--- src/rtl/hamming_secded_stream_encoder.sv ---
// Streaming Hamming / SECDED encoder with a main + skid output buffer,
// per-word single-bit error injection and a wrapping count of delivered words.
module hamming_secded_stream_encoder #(
    parameter int DATA_W = 16,
    parameter int SECDED = 1,
    localparam int P     = (DATA_W <= 4)  ? 3 :
                           (DATA_W <= 11) ? 4 :
                           (DATA_W <= 26) ? 5 : 6,
    localparam int HW    = DATA_W + P,
    localparam int CW    = HW + ((SECDED != 0) ? 1 : 0),
    localparam int POS_W = $clog2(CW)
) (
    input  logic              clk,
    input  logic              reset_n,
    input  logic              in_valid,
    output logic              in_ready,
    input  logic [DATA_W-1:0] in_data,
    input  logic              inj_en,
    input  logic [POS_W-1:0]  inj_pos,
    output logic              out_valid,
    input  logic              out_ready,
    output logic [CW-1:0]     out_code,
    output logic [15:0]       word_count
);

    function automatic logic [CW-1:0] encode(input logic [DATA_W-1:0] d);
        logic [CW-1:0]     c;
        logic [CW-1:0]     m;
        logic [CW-1:0]     par;
        logic [DATA_W-1:0] d_sh;
        c    = '0;
        par  = '0;
        d_sh = d;
        // Data bits occupy the non-power-of-two positions in ascending order.
        for (int k = 1; k <= HW; k++) begin
            if ((k & (k - 1)) != 0) begin
                if (d_sh[0]) c = c | (CW'(1) << (k - 1));
                d_sh = d_sh >> 1;
            end
        end
        for (int j = 0; j < P; j++) begin
            m = '0;
            for (int k = 1; k <= HW; k++) begin
                if (((k >> j) & 1) != 0) m = m | (CW'(1) << (k - 1));
            end
            if (^(c & m)) par = par | (CW'(1) << ((1 << j) - 1));
        end
        c = c | par;
        if (SECDED != 0) c = c | (CW'(^c) << (CW - 1));
        return c;
    endfunction

    function automatic logic [CW-1:0] inject(input logic [CW-1:0] c,
                                             input logic en,
                                             input logic [POS_W-1:0] pos);
        logic [CW-1:0] r;
        r = c;
        if (en && (32'(pos) < CW)) r = c ^ (CW'(1) << pos);
        return r;
    endfunction

    logic [CW-1:0] enc_p0;
    logic [CW-1:0] main_code_p1;
    logic [CW-1:0] skid_code_p1;
    logic          vld_p1;
    logic          skid_vld_p1;
    logic          skid_vld_nxt;
    logic          rdy_q;
    logic [15:0]   count_p1;
    logic          in_xfer;
    logic          out_xfer;

    // Stage p0: combinational encode + injection of the presented word.
    assign enc_p0   = inject(encode(in_data), inj_en, inj_pos);
    assign in_xfer  = in_valid && rdy_q;
    assign out_xfer = vld_p1 && out_ready;

    always_comb begin
        skid_vld_nxt = skid_vld_p1;
        if (skid_vld_p1) begin
            if (out_xfer) skid_vld_nxt = 1'b0;
        end else if (in_xfer && vld_p1 && !out_xfer) begin
            skid_vld_nxt = 1'b1;
        end
    end

    // Stage p1: main (output) register and skid register.
    always_ff @(posedge clk) begin
        if (!reset_n) begin
            vld_p1       <= 1'b0;
            skid_vld_p1  <= 1'b0;
            rdy_q        <= 1'b0;
            main_code_p1 <= '0;
            count_p1     <= '0;
        end else begin
            skid_vld_p1 <= skid_vld_nxt;
            rdy_q       <= !skid_vld_nxt;
            if (out_xfer) count_p1 <= count_p1 + 16'd1;
            if (skid_vld_p1) begin
                if (out_xfer) main_code_p1 <= skid_code_p1;
            end else if (in_xfer && (!vld_p1 || out_xfer)) begin
                main_code_p1 <= enc_p0;
                vld_p1       <= 1'b1;
            end else if (out_xfer) begin
                vld_p1 <= 1'b0;
            end
        end
    end

    always_ff @(posedge clk) begin
        if (!skid_vld_p1 && in_xfer && vld_p1 && !out_xfer) skid_code_p1 <= enc_p0;
    end

    assign in_ready   = rdy_q;
    assign out_valid  = vld_p1;
    assign out_code   = main_code_p1;
    assign word_count = count_p1;

endmodule

--- config.mk ---
export PLATFORM = sky130hd
export DESIGN_NAME = hamming_secded_stream_encoder
export DESIGN_NICKNAME = d
export VERILOG_FILES = /design/src/rtl/hamming_secded_stream_encoder.sv
export SDC_FILE = /design/constraint.sdc
export NUM_CORES = 1
export LEC_CHECK = 0
export CAP_MARGIN = 20
export CORE_ASPECT_RATIO = 1.2
export CORE_MARGIN = 5
export CORE_UTILIZATION = 52
export CTS_CLUSTER_SIZE = 10
export DETAILED_ROUTE_END_ITERATION = 8
export HOLD_SLACK_MARGIN = 0.03
export PLACE_DENSITY_LB_ADDON = 0.25
export RECOVER_POWER = 100
export SYNTH_ARGS = -nofsm -noshare
export SYNTH_HDL_FRONTEND = slang
export SYNTH_SLANG_ARGS = --single-unit
--- constraint.sdc ---
create_clock -name clk -period 2.37 [get_ports clk]
set_clock_uncertainty 0.2 [all_clocks]
set_input_delay 0.3555 -clock clk [delete_from_list [all_inputs] [get_ports clk]]
set_output_delay 0.3555 -clock clk [all_outputs]
set_load 0.005 [all_outputs]
# [Word-level counts from Yosys, hierarchy flattened]
# Index checks and enable logic that the tools add are counted.
[totals] regBits=63 latch_bits=0 ramBits=0 rom_bits=0 input_bits=26 out_inout_bits=40 elab_cells=68 n_memories=0
[classes] n_addsub=1 mul=0 div_mod_pow=0 magnitude_cmp=1 n_eq_ne=1 shifts=1 n_mux=30 bitwise=4 reduce_logical=24
[ops] cell="22-bit parity" count=6
[ops] cell="22-bit 2-to-1 mux" count=4
[ops] cell="22-bit bitwise OR" count=1
[ops] cell="1-bit by 5-bit left shift with 22-bit output, first input constant" count=1
[ops] cell="22-bit XOR" count=1
[ops] cell="21-bit 2-to-1 mux" count=1
[ops] cell="21-bit by 16-bit bitwise OR with 21-bit output" count=1
[ops] cell="20-bit 2-to-1 mux" count=1
[ops] cell="19-bit 2-to-1 mux" count=1
[ops] cell="18-bit 2-to-1 mux" count=1
[ops] cell="17-bit 2-to-1 mux" count=1
[ops] cell="16-bit by 1-bit adder with 16-bit output, second input constant" count=1
[ops] cell="16-bit 2-to-1 mux" count=1
[ops] cell="15-bit 2-to-1 mux" count=1
[ops] cell="14-bit 2-to-1 mux" count=1
[ops] cell="13-bit 2-to-1 mux" count=1
[ops] cell="12-bit 2-to-1 mux" count=1
[ops] cell="11-bit 2-to-1 mux" count=1
[ops] cell="10-bit 2-to-1 mux" count=1
[ops] cell="1-bit logical AND" count=9
[ops] cell="9-bit 2-to-1 mux" count=1
[ops] cell="8-bit 2-to-1 mux" count=1
[ops] cell="7-bit 2-to-1 mux" count=1
[ops] cell="1-bit 2-to-1 mux" count=6
[ops] cell="12 further kinds" count=17

# [Logic depth before layout (Yosys ltp)]
[depth] ltp_word=29 mapped_depth=6 ltp_nobuf=6

# [Worst setup path before layout]
# OpenSTA, ideal clock, no wires.
[synth_timing] path_kind="reg2reg" start="register vld_p1, in the netlist out_valid" end="register rdy_q, in the netlist in_ready" setup_time_ps=115 arrival_time_ps=1825 required_time_ps=2055 path_slack_ps=230 path_stages_with_launch=5 n_path_buf=0 period_less_slack_ps=2140 path_cell_list="dfxtp_1 > nand2b_1 > nor2_1 > a21oi_1 > and2_1"
[synth_between] elab_chain_cells=6 word_cells_on_any_way=8 classes_between="mux: 3; reduce/logical: 5"
[synth_rtl] element="start, declared" line="65" source="logic vld_p1;"
[synth_rtl] element="start signal, assigned" line="90" source="vld_p1 <= 1'b0;"
[synth_rtl] element="start signal, assigned" line="103" source="vld_p1 <= 1'b1;"
[synth_rtl] element="start signal, assigned" line="105" source="vld_p1 <= 1'b0;"
[synth_rtl] element="1-bit logical AND" line="76" source="assign out_xfer = vld_p1 && out_ready;"
[synth_rtl] element="1-bit logical NOT" line="82" source="end else if (in_xfer && vld_p1 && !out_xfer) begin"
[synth_rtl] element="1-bit logical AND" line="82"
[synth_rtl] element="1-bit 2-to-1 mux" line="82"
[synth_rtl] element="1-bit 2-to-1 mux *" line="80" source="if (skid_vld_p1) begin"
[synth_rtl] element="1-bit logical NOT *" line="97" source="rdy_q <= !skid_vld_nxt;"
[synth_rtl] element="end signal, assigned" line="97"
[synth_rtl] element="end, declared" line="68" source="logic rdy_q;"
# Every way passes the cells marked *; elsewhere a longest branch is shown, timed or not.
# A chain may end at the register's enable or synchronous reset.

# [Worst setup path after layout]
[layout_timing] start="input in_data[4]" end="register main_code_p1[7], in the netlist out_code[7]"
[layout_between] elab_chain_cells=21
[layout_rtl] element="start, declared" line="17" source="input logic [DATA_W-1:0] in_data,"
[layout_rtl] element="9-bit 2-to-1 mux *" line="37" source="if (d_sh[0]) c = c | (CW'(1) << (k - 1));"
[layout_rtl] element="10-bit 2-to-1 mux *" line="37"
[layout_rtl] element="11-bit 2-to-1 mux *" line="37"
[layout_rtl] element="12-bit 2-to-1 mux *" line="37"
[layout_rtl] element="13-bit 2-to-1 mux *" line="37"
[layout_rtl] element="14-bit 2-to-1 mux *" line="37"
[layout_rtl] element="15-bit 2-to-1 mux *" line="37"
[layout_rtl] element="17-bit 2-to-1 mux *" line="37"
[layout_rtl] element="[... 6 more ...]"
[layout_rtl] element="16-bit 2-to-1 mux *" line="46" source="if (^(c & m)) par = par | (CW'(1) << ((1 << j) - 1));"
[layout_rtl] element="21-bit by 16-bit bitwise OR with 21-bit output *" line="48" source="c = c | par;"
[layout_rtl] element="22-bit bitwise OR *" line="49" source="if (SECDED != 0) c = c | (CW'(^c) << (CW - 1));"
[layout_rtl] element="22-bit XOR" line="58" source="if (en && (32'(pos) < CW)) r = c ^ (CW'(1) << pos);"
[layout_rtl] element="22-bit 2-to-1 mux *" line="58"
[layout_rtl] element="named net enc_p0[7]" line="62" source="logic [CW-1:0] enc_p0;"
[layout_rtl] element="22-bit 2-to-1 mux *" line="101" source="end else if (in_xfer && (!vld_p1 || out_xfer)) begin"
[layout_rtl] element="22-bit 2-to-1 mux *" line="99" source="if (skid_vld_p1) begin"
[layout_rtl] element="end signal, assigned" line="100" source="if (out_xfer) main_code_p1 <= skid_code_p1;"
[layout_rtl] element="end signal, assigned" line="102" source="main_code_p1 <= enc_p0;"
[layout_rtl] element="end, declared" line="63" source="logic [CW-1:0] main_code_p1;"
# The timed path passes the listed nets; every way through them passes the cells marked *. The select of a mux whose other input is x is not followed.

==> flow_summary.yaml <==
status:
  outcome: "finished, final reports clean"
clocking:
  clk_pin_slew_worst_paths_ns: 0.06
  insertion_delay_ns: 0.34
  h-tree-depth: 3
  cts-root-buf: "clkbuf_8"
  cts_buffers: 9
  cts_tree: "built"
  clockBufferDepth: 2
  cts_setup_buffers: 0
  clock_sinks: 63
detailed_routing:
  wl_mm: 7.46
  postRouteAntennaNets: 0
  viasPerCell: 5.27
  wl_met3_um: 410
  num_vias: 2672
  routedWlPerCell_um: 14.7
  wl_met1_mm: 3.15
  wl_met2_mm: 3.73
  dr.pass1.iters: 4
  topRoutingLayerUsed: "met4"
  drc: 0
  drt-initial-drc-count: 158
critical_path:
  crit_type: "input pin to register"
  rrSetupSlack_ns: 0.46
  critical_path_arrival_ns: 2.33
  endpoint_kind: "register"
  cp.required_ns: 2.38
  path_max_fanout: 2
  reg2regPathDepth: 5
  worstSetupStartpointType: "input pin"
floorplan:
  ioPinCount: 66
  die_area_um2: 8120
  core_um2: 6330
  floorplan.initialDensity_pct: 52.7
  die_x_um: 83.1
  dieHeight_um: 97.7
  row_count: 32
cells_and_area:
  layout-drive-gt1-share_pct: 15.2
  n_antenna_cell: 0
  fillers: 521
  area.growth.synth_to_final_pct: 36.1
  utilization_pct: 71.7
  nNetsFinal: 444
  final_area_um2: 4540
  mostFrequentLayoutCells: "43 x dlygate4sd3_1, 41 x dfxtp_1, 32 x buf_4, 30 x nand2_1"
  layout_commonest_cell: "dlygate4sd3_1"
timing:
  hold_ws_ns: 0.254
  tns_ns: 0
  hold_viol: 0
  max_freq_mhz: 432
  fin_crit_sh_pct: 97.7
  slew_headroom_pct: 60.2
  worstMarginPinSlew_ns: 0.597
  min_period_ns: 2.32
  grt_setup_unrepaired: "false"
  setup_viol: 0
  drv_slew: 0
flow_run:
  cap_violations: 0
power:
  p_leak_nw: 1.80
  powerDensity_nw_per_um2: 561
  ir_drop_uv: 338
global_route:
  grt_pass1_wl_mm: 12.4
  antenna_found_initial: 0
  grt_pass1_vias: 2546
  grt_max_degree: 46
  gr-total-overflow: 0
  grtUsageTotal_pct: 19.1
logic_synthesis:
  synth_top_family_by_area: "simple AND/OR/NAND/NOR gates"
  synth_fa_ha_area_share_pct: 0.375
  syn-instance-count: 317
  yosysWarnings: 0
  syn_nets: 344
  synth-compound-area-share_pct: 12.3
  ys_ff_latch: 63
  syn_avg_cell_area_um2: 10.5
  ys_seq_area_share_pct: 44.4
  syn-cell-area_um2: 3330
  synth.area.mux_share_pct: 0
  netlist-cell-type-count: 37
  synth_simple_gate_area_share_pct: 20.6
  synth_xor_area_share_pct: 19.7
place:
  dpl-instance-area_um2: 4370
  gp_congestion: 0.858
  numPortBuffers: 65
  dp_hpwl_mm: 5.61
min_path:
  holdPathStages: 2
  holdCritPathClass: "register to register"
[synth_stat cells]
cell type  count  area share [%]
a21boi_0      24             5.4
a21boi_1       2            0.45
a21oi_1        5            0.75
and2_1        12             2.3
and3_1         1            0.19
and4_1         4             1.1
buf_2          1            0.15
clkbuf_1      17             1.9
dfxtp_1       41              25
edfxtp_1      22              20
ha_1           1            0.38
inv_1          5            0.56
nand2_1       30             3.4
nand2b_1      21             3.9
nand3_1        9             1.4
nand3b_1       6             1.4
nand4_1        2            0.38
nor2_1         9             1.0
nor2b_1        1            0.19
nor3_1         4            0.60
nor3b_1        1            0.23
nor4_1         3            0.56
nor4_2         1            0.38
nor4b_1        8             2.1
nor4b_2        1            0.45
o2111ai_1      1            0.26
o211ai_1      20             4.5
o21ai_0        6            0.90
or2_1          1            0.19
or3_1          4            0.75
or3b_1         1            0.26
xnor2_1       16             4.2
xnor2_4        1            0.83
xnor3_1        8             5.4
xnor3_2        3             2.1
xnor3_4        1            0.79
xor2_1        24             6.3
[routing by layer]
| metal | global-route usage [%] | vias up |
|---|---|---|
| met3 | 5.17 | 15 |
| met2 | 32.7 | 80 |
| met5 | 0 | - |
| li1 | - | 1323 |
| met4 | 8.18 | 0 |
| met1 | 22.5 | 1254 |
[cell type report]
cell class	instances	area (um2)	share of cell area, %
Tap cell	85	106	2.34
Sequential cell	63	1480	32.6
Inverter	5	18.8	0.414
Multi-Input combinational cell	231	1800	39.8
Timing Repair Buffer	107	970	21.4
Clock buffer	11	131	2.89
Clock inverter	5	26.3	0.579
[where the power goes]
part	switching [mW]	internal [mW]	total [mW]
combinational	0.239	0.348	0.587
clock	0.395	0.370	0.766
sequential	0.0204	1.17	1.19
total	0.654	1.89	2.55
[kinds of logic (layout without fill, tap and decap cells)]
group | count (synthesis) | in the layout
AOI/OAI and AO/OA | 58 | 58
xor gates and xnor gates | 53 | 53
adders and majority gates | 1 | 1
buffers and inverters | 23 | 128
DFF | 63 | 63
and+or+nand+nor | 119 | 119
[stage by stage]
step	instances	total power [mW]	worst slack [ns]
after floorplan	317	1.56	0.230
after global placement	491	1.79	-0.326
after detailed placement	491	1.81	-0.346
after CTS	507	2.57	0.0165
after global routing	507	2.67	0.00870
final	507	2.55	0.0548
[critical path, stage by stage]
cell,delay (ns)
clkdlybuf4s50_1,0.53
xnor3_2,0.50
xnor2_4,0.17
buf_4,0.14
xnor3_1,0.34
o211ai_1,0.19
a21boi_1,0.09
[path summary, 6_finish.rpt]
check,from,endpoint
max,in_data[4],out_code[7]$_SDFFE_PN0P_
min,out_code[1]$_SDFFE_PN0P_,out_code[1]$_SDFFE_PN0P_
max reg2reg,word_count[0]$_SDFFE_PN0P_,word_count[12]$_SDFFE_PN0P_
min reg2reg,out_code[1]$_SDFFE_PN0P_,out_code[1]$_SDFFE_PN0P_
[flip-flops by register name, summed over array words and instances (netlist names)]
register      cells
out_valid         1
in_ready          1
word_count       16
skid_code_p1     22
out_code         22
skid_vld_p1       1
[what timing repair did]
action | CTS | global route
hold buffers | 0 | 0
endpoints found under the setup margin | 0 | 5
resized for setup | 0 | 8
Note: power is estimated with default switching activity, not from simulation.
